**src/rtl/seq_alu.sv**
```systemverilog
// seq_alu: handshaked ALU with single-cycle logic ops and iterative MUL/DIV/MOD engines.
// Build option: define SEQ_ALU_STICKY_ERROR_EN to make `error` sticky until CLEAR or reset.
module seq_alu #(
    parameter int WIDTH = 16
) (
    input  logic             clk,
    input  logic             reset,
    input  logic             in_valid,
    output logic             in_ready,
    input  logic [3:0]       opcode,
    input  logic [WIDTH-1:0] a_in,
    input  logic [WIDTH-1:0] b_in,
    output logic             out_valid,
    output logic [WIDTH-1:0] result,
    output logic [WIDTH-1:0] prev_result,
    output logic             error,
    output logic             busy
);
    localparam int SW = $clog2(WIDTH);
    localparam logic [SW-1:0] CNT_LAST = SW'(WIDTH - 1);
    localparam logic [SW-1:0] CNT_ONE  = SW'(1);

    localparam logic [3:0] OP_NOOP  = 4'd0;
    localparam logic [3:0] OP_AND   = 4'd1;
    localparam logic [3:0] OP_OR    = 4'd2;
    localparam logic [3:0] OP_XOR   = 4'd3;
    localparam logic [3:0] OP_ADD   = 4'd4;
    localparam logic [3:0] OP_MUL   = 4'd5;
    localparam logic [3:0] OP_SRL   = 4'd6;
    localparam logic [3:0] OP_NOT   = 4'd7;
    localparam logic [3:0] OP_MOD   = 4'd8;
    localparam logic [3:0] OP_NAND  = 4'd9;
    localparam logic [3:0] OP_NOR   = 4'd10;
    localparam logic [3:0] OP_XNOR  = 4'd11;
    localparam logic [3:0] OP_SUB   = 4'd12;
    localparam logic [3:0] OP_DIV   = 4'd13;
    localparam logic [3:0] OP_SLL   = 4'd14;
    localparam logic [3:0] OP_CLEAR = 4'd15;

`ifdef SEQ_ALU_STICKY_ERROR_EN
    localparam logic STICKY = 1'b1;
`else
    localparam logic STICKY = 1'b0;
`endif

    typedef enum logic [1:0] {
        S_IDLE = 2'd0,
        S_RUN  = 2'd1,
        S_DONE = 2'd2
    } state_t;

    state_t           state_q, state_d;
    logic [3:0]       op_q, op_d;
    logic [SW-1:0]    cnt_q, cnt_d;
    // hi/lo hold {product} for MUL and {remainder, dividend/quotient} for DIV/MOD
    logic [WIDTH-1:0] hi_q, hi_d, lo_q, lo_d, b_q, b_d;
    logic             iter_q, iter_d, flag_q, flag_d;
    logic [WIDTH-1:0] result_q, result_d, prev_q, prev_d;
    logic             error_q, error_d, out_valid_q, out_valid_d;

    logic             accept;
    logic             is_iter;
    logic [SW-1:0]    shamt;
    logic [WIDTH:0]   add_sum;
    logic [WIDTH-1:0] imm_res;
    logic             imm_err;
    logic [WIDTH:0]   mul_sum;
    logic [WIDTH:0]   div_trial;
    logic [WIDTH-1:0] div_diff;
    logic             div_ge;
    logic [WIDTH-1:0] fin_res;
    logic             fin_err;

    assign in_ready    = (state_q == S_IDLE) && !reset;
    assign accept      = in_valid && in_ready;
    assign is_iter     = (opcode == OP_MUL) ||
                         (((opcode == OP_DIV) || (opcode == OP_MOD)) && (b_in != {WIDTH{1'b0}}));
    assign shamt       = b_in[SW-1:0];
    assign add_sum     = {1'b0, a_in} + {1'b0, b_in};
    assign mul_sum     = {1'b0, hi_q} + (lo_q[0] ? {1'b0, b_q} : {(WIDTH+1){1'b0}});
    assign div_trial   = {hi_q, lo_q[WIDTH-1]};
    assign div_ge      = (div_trial >= {1'b0, b_q});
    // When div_ge holds the true difference is below b_q, so the low WIDTH bits are exact
    assign div_diff    = div_trial[WIDTH-1:0] - b_q;

    assign out_valid   = out_valid_q;
    assign result      = result_q;
    assign prev_result = prev_q;
    assign error       = error_q;
    assign busy        = (state_q != S_IDLE);

    // Result of ops that complete without the iterative engine (incl. divide by zero)
    always_comb begin
        imm_res = {WIDTH{1'b0}};
        imm_err = 1'b0;
        case (opcode)
            OP_NOOP: imm_res = result_q;
            OP_AND:  imm_res = a_in & b_in;
            OP_OR:   imm_res = a_in | b_in;
            OP_XOR:  imm_res = a_in ^ b_in;
            OP_ADD: begin
                imm_res = add_sum[WIDTH-1:0];
                imm_err = add_sum[WIDTH];
            end
            OP_SRL:  imm_res = a_in >> shamt;
            OP_NOT:  imm_res = ~a_in;
            OP_MOD: begin
                imm_res = a_in;
                imm_err = 1'b1;
            end
            OP_NAND: imm_res = ~(a_in & b_in);
            OP_NOR:  imm_res = ~(a_in | b_in);
            OP_XNOR: imm_res = ~(a_in ^ b_in);
            OP_SUB: begin
                imm_res = a_in - b_in;
                imm_err = (a_in < b_in);
            end
            OP_DIV: begin
                imm_res = {WIDTH{1'b1}};
                imm_err = 1'b1;
            end
            OP_SLL:  imm_res = a_in << shamt;
            default: imm_res = {WIDTH{1'b0}};
        endcase
    end

    // Final result/error presented on the DONE->IDLE edge
    always_comb begin
        fin_res = lo_q;
        fin_err = flag_q;
        if (iter_q) begin
            case (op_q)
                OP_MUL: begin
                    fin_res = lo_q;
                    fin_err = |hi_q;
                end
                OP_MOD: begin
                    fin_res = hi_q;
                    fin_err = 1'b0;
                end
                default: begin
                    fin_res = lo_q;
                    fin_err = 1'b0;
                end
            endcase
        end else begin
            fin_res = lo_q;
            fin_err = flag_q;
        end
    end

    // Next-state logic for the FSM, the iterative engine and the output registers
    always_comb begin
        state_d     = state_q;
        op_d        = op_q;
        cnt_d       = cnt_q;
        hi_d        = hi_q;
        lo_d        = lo_q;
        b_d         = b_q;
        iter_d      = iter_q;
        flag_d      = flag_q;
        result_d    = result_q;
        prev_d      = prev_q;
        error_d     = error_q;
        out_valid_d = 1'b0;
        case (state_q)
            S_IDLE: begin
                if (accept) begin
                    op_d   = opcode;
                    b_d    = b_in;
                    cnt_d  = {SW{1'b0}};
                    iter_d = is_iter;
                    if (is_iter) begin
                        state_d = S_RUN;
                        hi_d    = {WIDTH{1'b0}};
                        lo_d    = a_in;
                        flag_d  = 1'b0;
                    end else begin
                        state_d = S_DONE;
                        lo_d    = imm_res;
                        flag_d  = imm_err;
                    end
                end else begin
                    state_d = S_IDLE;
                end
            end
            S_RUN: begin
                cnt_d = cnt_q + CNT_ONE;
                if (op_q == OP_MUL) begin
                    hi_d = mul_sum[WIDTH:1];
                    lo_d = {mul_sum[0], lo_q[WIDTH-1:1]};
                end else begin
                    hi_d = div_ge ? div_diff : div_trial[WIDTH-1:0];
                    lo_d = {lo_q[WIDTH-2:0], div_ge};
                end
                if (cnt_q == CNT_LAST) begin
                    state_d = S_DONE;
                end else begin
                    state_d = S_RUN;
                end
            end
            S_DONE: begin
                state_d     = S_IDLE;
                out_valid_d = 1'b1;
                if (op_q == OP_CLEAR) begin
                    result_d = {WIDTH{1'b0}};
                    prev_d   = {WIDTH{1'b0}};
                    error_d  = 1'b0;
                end else begin
                    result_d = fin_res;
                    prev_d   = result_q;
                    error_d  = fin_err | (STICKY & error_q);
                end
            end
            default: state_d = S_IDLE;
        endcase
    end

    // State and output registers with synchronous reset
    always_ff @(posedge clk) begin
        if (reset) begin
            state_q     <= S_IDLE;
            op_q        <= 4'd0;
            cnt_q       <= {SW{1'b0}};
            hi_q        <= {WIDTH{1'b0}};
            lo_q        <= {WIDTH{1'b0}};
            b_q         <= {WIDTH{1'b0}};
            iter_q      <= 1'b0;
            flag_q      <= 1'b0;
            result_q    <= {WIDTH{1'b0}};
            prev_q      <= {WIDTH{1'b0}};
            error_q     <= 1'b0;
            out_valid_q <= 1'b0;
        end else begin
            state_q     <= state_d;
            op_q        <= op_d;
            cnt_q       <= cnt_d;
            hi_q        <= hi_d;
            lo_q        <= lo_d;
            b_q         <= b_d;
            iter_q      <= iter_d;
            flag_q      <= flag_d;
            result_q    <= result_d;
            prev_q      <= prev_d;
            error_q     <= error_d;
            out_valid_q <= out_valid_d;
        end
    end

endmodule
```
**config.mk**
```make
export PLATFORM = sky130hd
export DESIGN_NAME = seq_alu
export DESIGN_NICKNAME = d
export VERILOG_FILES = /design/src/rtl/seq_alu.sv
export SDC_FILE = /design/constraint.sdc
export NUM_CORES = 1
export LEC_CHECK = 0
export ABC_AREA = 0
export BUFFER_PORTS_ARGS = -buffer_cell sky130_fd_sc_hd__buf_2
export CAP_MARGIN = 10
export CORE_ASPECT_RATIO = 1.75
export CORE_MARGIN = 3
export CORE_UTILIZATION = 30
export CTS_BUF_LIST = sky130_fd_sc_hd__clkbuf_4
export DETAILED_ROUTE_END_ITERATION = 16
export GPL_ROUTABILITY_DRIVEN = 0
export SKIP_LAST_GASP = 1
export SLEW_MARGIN = 20
export SYNTH_ARGS = -nofsm -noshare
export SYNTH_HDL_FRONTEND = slang
export SYNTH_SLANG_ARGS = --single-unit
```
**constraint.sdc**
```tcl
create_clock -name clk -period 4.7 [get_ports clk]
set_clock_uncertainty 0.1 [all_clocks]
set_input_delay 0.47 -clock clk [delete_from_list [all_inputs] [get_ports clk]]
set_output_delay 0.47 -clock clk [all_outputs]
set_load 0.01 [all_outputs]
```
======== Word-level counts from Yosys, hierarchy flattened ========
Cells that the tools add are included.
word-level totals
  output and inout bits ................... 36
  input bits .............................. 39
  register bits ........................... 94
cells by class
  bitwise logic cells ..................... 7
  order comparisons ....................... 2
  eq/ne operators ......................... 22
  muxes and demuxes ....................... 27
  reductions and logical operators ........ 16
  shift-type cells ........................ 2
  add/sub/neg operators ................... 5
operators with widths
  cell                 count
  $pmux 16 s14         1
  $mux 16              12
  $not 16->16          4
  $pmux 16 s2          2
  $eq 4x4->1 const B   10
  $add 16x16->17       2
  $sub 16x16->16       2
  $eq 4x3->1 const B   5
  $ge 17x16->1         1
  $and 16x16->16       1
  $lt 16x16->1         1
  $or 16x16->16        1
  $reduce_bool 16->1   1
  $reduce_or 16->1     1
  $shl 16x4->16        1
  $shr 16x4->16        1
  $xor 16x16->16       1
  $eq 4x2->1 const B   2
  $pmux 4 s2           1
  $mux 2               3
  $mux 1               5
  $add 4x1->4 const B  1
  $eq 4x1->1 const B   1
  $logic_not 4->1      1
  14 further kinds     20

======== Logic depth before layout (Yosys ltp) ========
  word-level depth ........................ 7
  gate-level depth with buffers ........... 13

======== Least setup slack after synthesis ========
Ideal clock, no wire load.
  path type ............................... register to register
  start ................................... register lo_q[0]
  end ..................................... register hi_q[15]
  library setup time ...................... 0.132 ns
  slack ................................... 1.435 ns
  data required time ...................... 4.468 ns
  cell stages (with the launch flop) ...... 14
  buffers on the path ..................... 2
  data arrival time ....................... 3.033 ns
  cell sequence ........................... dfxtp_1 clkbuf_1 clkbuf_1 and2_1 ha_1 fa_1 a211oi_1 nor2_1 o41a_1 a41o_1 nor4_1 nor2_1 a2111oi_0 o31ai_1
between the ends
  word-level cells in the longest chain between the ends .. 4
RTL lines
  item                      RTL line  source
  start: declaration        56        logic [WIDTH-1:0] hi_q, hi_d, lo_q, lo_d, b_q, b_d;
  start signal: assignment  226       lo_q <= {WIDTH{1'b0}};
  start signal: assignment  239       lo_q <= lo_d;
  $mux 16                   80        assign mul_sum = {1'b0, hi_q} + (lo_q[0] ? {1'b0, b_q} : {(WIDTH+1){1'b0}});
  $add 16x16->17            80
  $mux 16                   189       if (op_q == OP_MUL) begin
  $pmux 16 s2               166       case (state_q)
  end signal: assignment    225       hi_q <= {WIDTH{1'b0}};
  end signal: assignment    238       hi_q <= hi_d;
  end: declaration          56
No other way between the ends.
A chain may end at the register's enable or synchronous reset.

======== Worst setup path in the final report ========
Same ends and word-level chain as after synthesis.

==> flow_metrics.tcl <==
set metrics [dict create \
    syn_nets 1564 \
    wl_per_cell_microns 24.3 \
    rows 90 \
    final_cells 1899 \
    coreArea_sq_um 34700 \
    finalCritPeriodShare_pct 78.4 \
    cp.required_ns 5.03 \
    max-cap-violations 0 \
    power_switching_uw 979 \
    switching_share_pct 43.2 \
    die_area_sq_um 37700 \
    overflow 0 \
    power_mw 2.27 \
    setup_ws_ns 1.02 \
    grt_usage_pct 23.9 \
    fmax_mhz 271 \
    synth_seq_cells 94 \
    crit_top_cell "nor2_1" \
    finalSetupViolCount 0 \
    layout_min_cycle_time_ns 3.68 \
    crit_buf_inv 0 \
    path_clk_slew_ns 0.17 \
    hp-class "input port to register" \
    h-tree-depth 3 \
    crit_type "register to register" \
    synth_area_sq_um 10600 \
    ir_drop_v 0.000104 \
    drive_gt1_share_pct 12.5 \
    postRouteWirelength_microns 46200 \
    cts_sinks 94 \
    slew_headroom_pct 27.2 \
    avgSynthCellArea_sq_um 7.40 \
    detailedPlace.worstSlack_ns 0.803 \
    ios 75 \
    synth-seq-area-share_pct 17.7 \
    start_util_pct 30.6 \
    worst_slew_pin_slew_ns 1.08 \
    fin_worst_hold_slack_ns 0.162 \
    io_buffer_count 74 \
    p_comb_share_pct 41.0 \
    grt_pass1_wl_microns 68800 \
    cts.repair.resized 0 \
    dp_hpwl_microns 35100 \
    crit_path_end_kind "register" \
    ys_async_sr_fraction_pct 0 \
    dp_cells 1881 \
    insertion_delay_ns 0.53 \
    synth_warnings 0 \
    clockBufferDepth 2 \
    arrival_ns 4.01 \
    vias 11600 \
    rsz0062_at_grt "no" \
    synth_cells 1433 \
    critPathSlowestCell "dfxtp_1" \
    drt_iter0_drc 1238 \
    hold_viol 0 \
    grt_pass1_vias 11100 \
    setup_tns_ns 0 \
    cts_buffers 9 \
    postCtsSetupBuffers 0 \
    yosysUniqueCellTypes 86 \
    dpl_cell_area_sq_um 11300 \
    internal_power_mw 1.29 \
    power_density_nw_per_um2 199 \
    nets 1563 \
    die_h_microns 255 \
    seqPwrFrac_pct 38.4 \
    mostFrequentLayoutCells "142 x nand2_1, 135 x nor2_1, 127 x a21oi_1" \
    layout_commonest_cell "nand2_1" \
    antenna_found_initial 1 \
    cp_max_fo 19 \
    grt_max_degree 82 \
    outcome "finished, final reports clean" \
    ant_nets 0 \
    final_area_sq_um 11400 \
    synth-main-ff-cell "dfxtp_1" \
    num-fill-cells 3866 \
    vias_per_cell 6.11 \
    startpoint_type "register" \
    fin_util_pct 32.9 \
    root_buffer "clkbuf_4" \
    cpPeakStageDelay_ns 0.56 \
    path_delay_family "compound AO/OA/AOI/OAI gates" \
    maxSlewViolCount 0 \
    drc 0 \
    synth-edff-count 0 \
    cts_hold_buf 0 \
    die_w_microns 148 \
    cts_tree "yes" \
    crit_chain "and2_1, ha_1, fa_1, a211oi_1, nor2_1, o41a_1, a41o_1, nor4_1, nor2_1, a2111oi_0, o31ai_1" \
    area_delta_synth_final_pct 7.49 \
    p_clk_share_pct 20.6 \
    p_leak_nw 4.57 \
    drtPass1Iterations 7 \
]
state kept, by name (all words and copies together) (netlist names), 2 cells and up:
| register | flops |
|---|---|
| hi_q | 16 |
| op_q | 4 |
| prev_result | 16 |
| b_q | 16 |
| lo_q | 16 |
| state_q | 2 |
| result | 16 |
| cnt_q | 4 |
worst register-to-register path: stages (launching register included):
cell	delay, ns
dfxtp_1	0.56
and2_1	0.26
ha_1	0.23
fa_1	0.46
a211oi_1	0.26
nor2_1	0.12
o41a_1	0.42
a41o_1	0.30
nor4_1	0.18
nor2_1	0.12
a2111oi_0	0.43
o31ai_1	0.13
final cells by class:
class / count / area [sq um] / share of cell area (%)
multi-input combinational: 1148 / 7920 / 69.4
sequential: 94 / 1880 / 16.5
timing repair buffer: 105 / 603 / 5.29
tap: 460 / 576 / 5.05
clock buffer: 9 / 67.6 / 0.593
clock inverter: 7 / 71.3 / 0.626
antenna: 2 / 5.00 / 0.0439
inverter: 74 / 278 / 2.44
worst paths after layout:
kind         cells after the start                     to                 start  slack (ns)
min reg2reg                      2    flag_q$_SDFFE_PP0P_   flag_q$_SDFFE_PP0P_        0.39
max                             11  hi_q[15]$_SDFFE_PP0P_  lo_q[0]$_SDFFE_PP0P_        1.02
min                              3    b_q[7]$_SDFFE_PP0P_               b_in[7]        0.16
max reg2reg                     11  hi_q[15]$_SDFFE_PP0P_  lo_q[0]$_SDFFE_PP0P_        1.02
power by group through the flow:
stage	Clock, mW	Sequential (mW)	Combinational [mW]
after floorplan	0	0.866	0.638
after global placement	0	0.886	0.888
after detailed placement	0	0.886	0.892
after CTS	0.482	0.870	0.896
after global routing	0.505	0.875	0.996
final	0.466	0.870	0.930
Yosys cell counts, types with 5 or more instances:
library cell,number,area [sq um]
o22ai_1,20,125
mux2_2,15,169
o211ai_1,10,75.1
nand4_1,13,81.3
o21ai_0,73,365
a22oi_1,40,300
mux2i_1,44,440
o32ai_1,5,43.8
a21oi_1,127,636
o21a_1,9,67.6
or2_2,5,31.3
and2_1,20,125
buf_4,11,82.6
or3_1,6,37.5
inv_1,69,259
mux4_2,14,315
a311o_1,7,70.1
o21ai_1,5,25.0
dfxtp_1,94,1880
nand2b_1,15,93.8
o221ai_1,8,70.1
and3_1,7,43.8
a211o_1,5,43.8
ha_1,88,1100
nand3_1,21,105
xor2_1,18,158
buf_1,6,22.5
clkbuf_1,69,259
xnor2_1,34,298
o31ai_1,28,210
nand2_1,142,533
a221oi_1,12,105
nand3b_1,7,52.6
nor3_1,36,180
a31oi_1,15,93.8
o21bai_1,8,60.1
a21o_1,16,120
buf_2,27,135
nor4_1,16,100
a2111oi_0,6,52.6
nor2_1,136,510
a211oi_1,26,195
nor2b_1,13,81.3
routing by layer:
layer | share of wire (%) | track usage (%)
met5 | 0 | 0
met4 | 10 | 20.5
met1 | 33 | 23.9
met3 | 6.4 | 3.84
met2 | 50 | 42.8
cells by family after synthesis:
logic type / Yosys count / synth area share [%]
and+or+nand+nor: 454 / 20.0
DFF: 94 / 17.7
xor gates and xnor gates: 52 / 4.30
adders and majority gates: 93 / 11.2
buffers and inverters: 191 / 7.64
muxes: 73 / 8.72
AOI/OAI and AO/OA: 476 / 30.4
No activity file was read; power rests on OpenSTA's default activity.
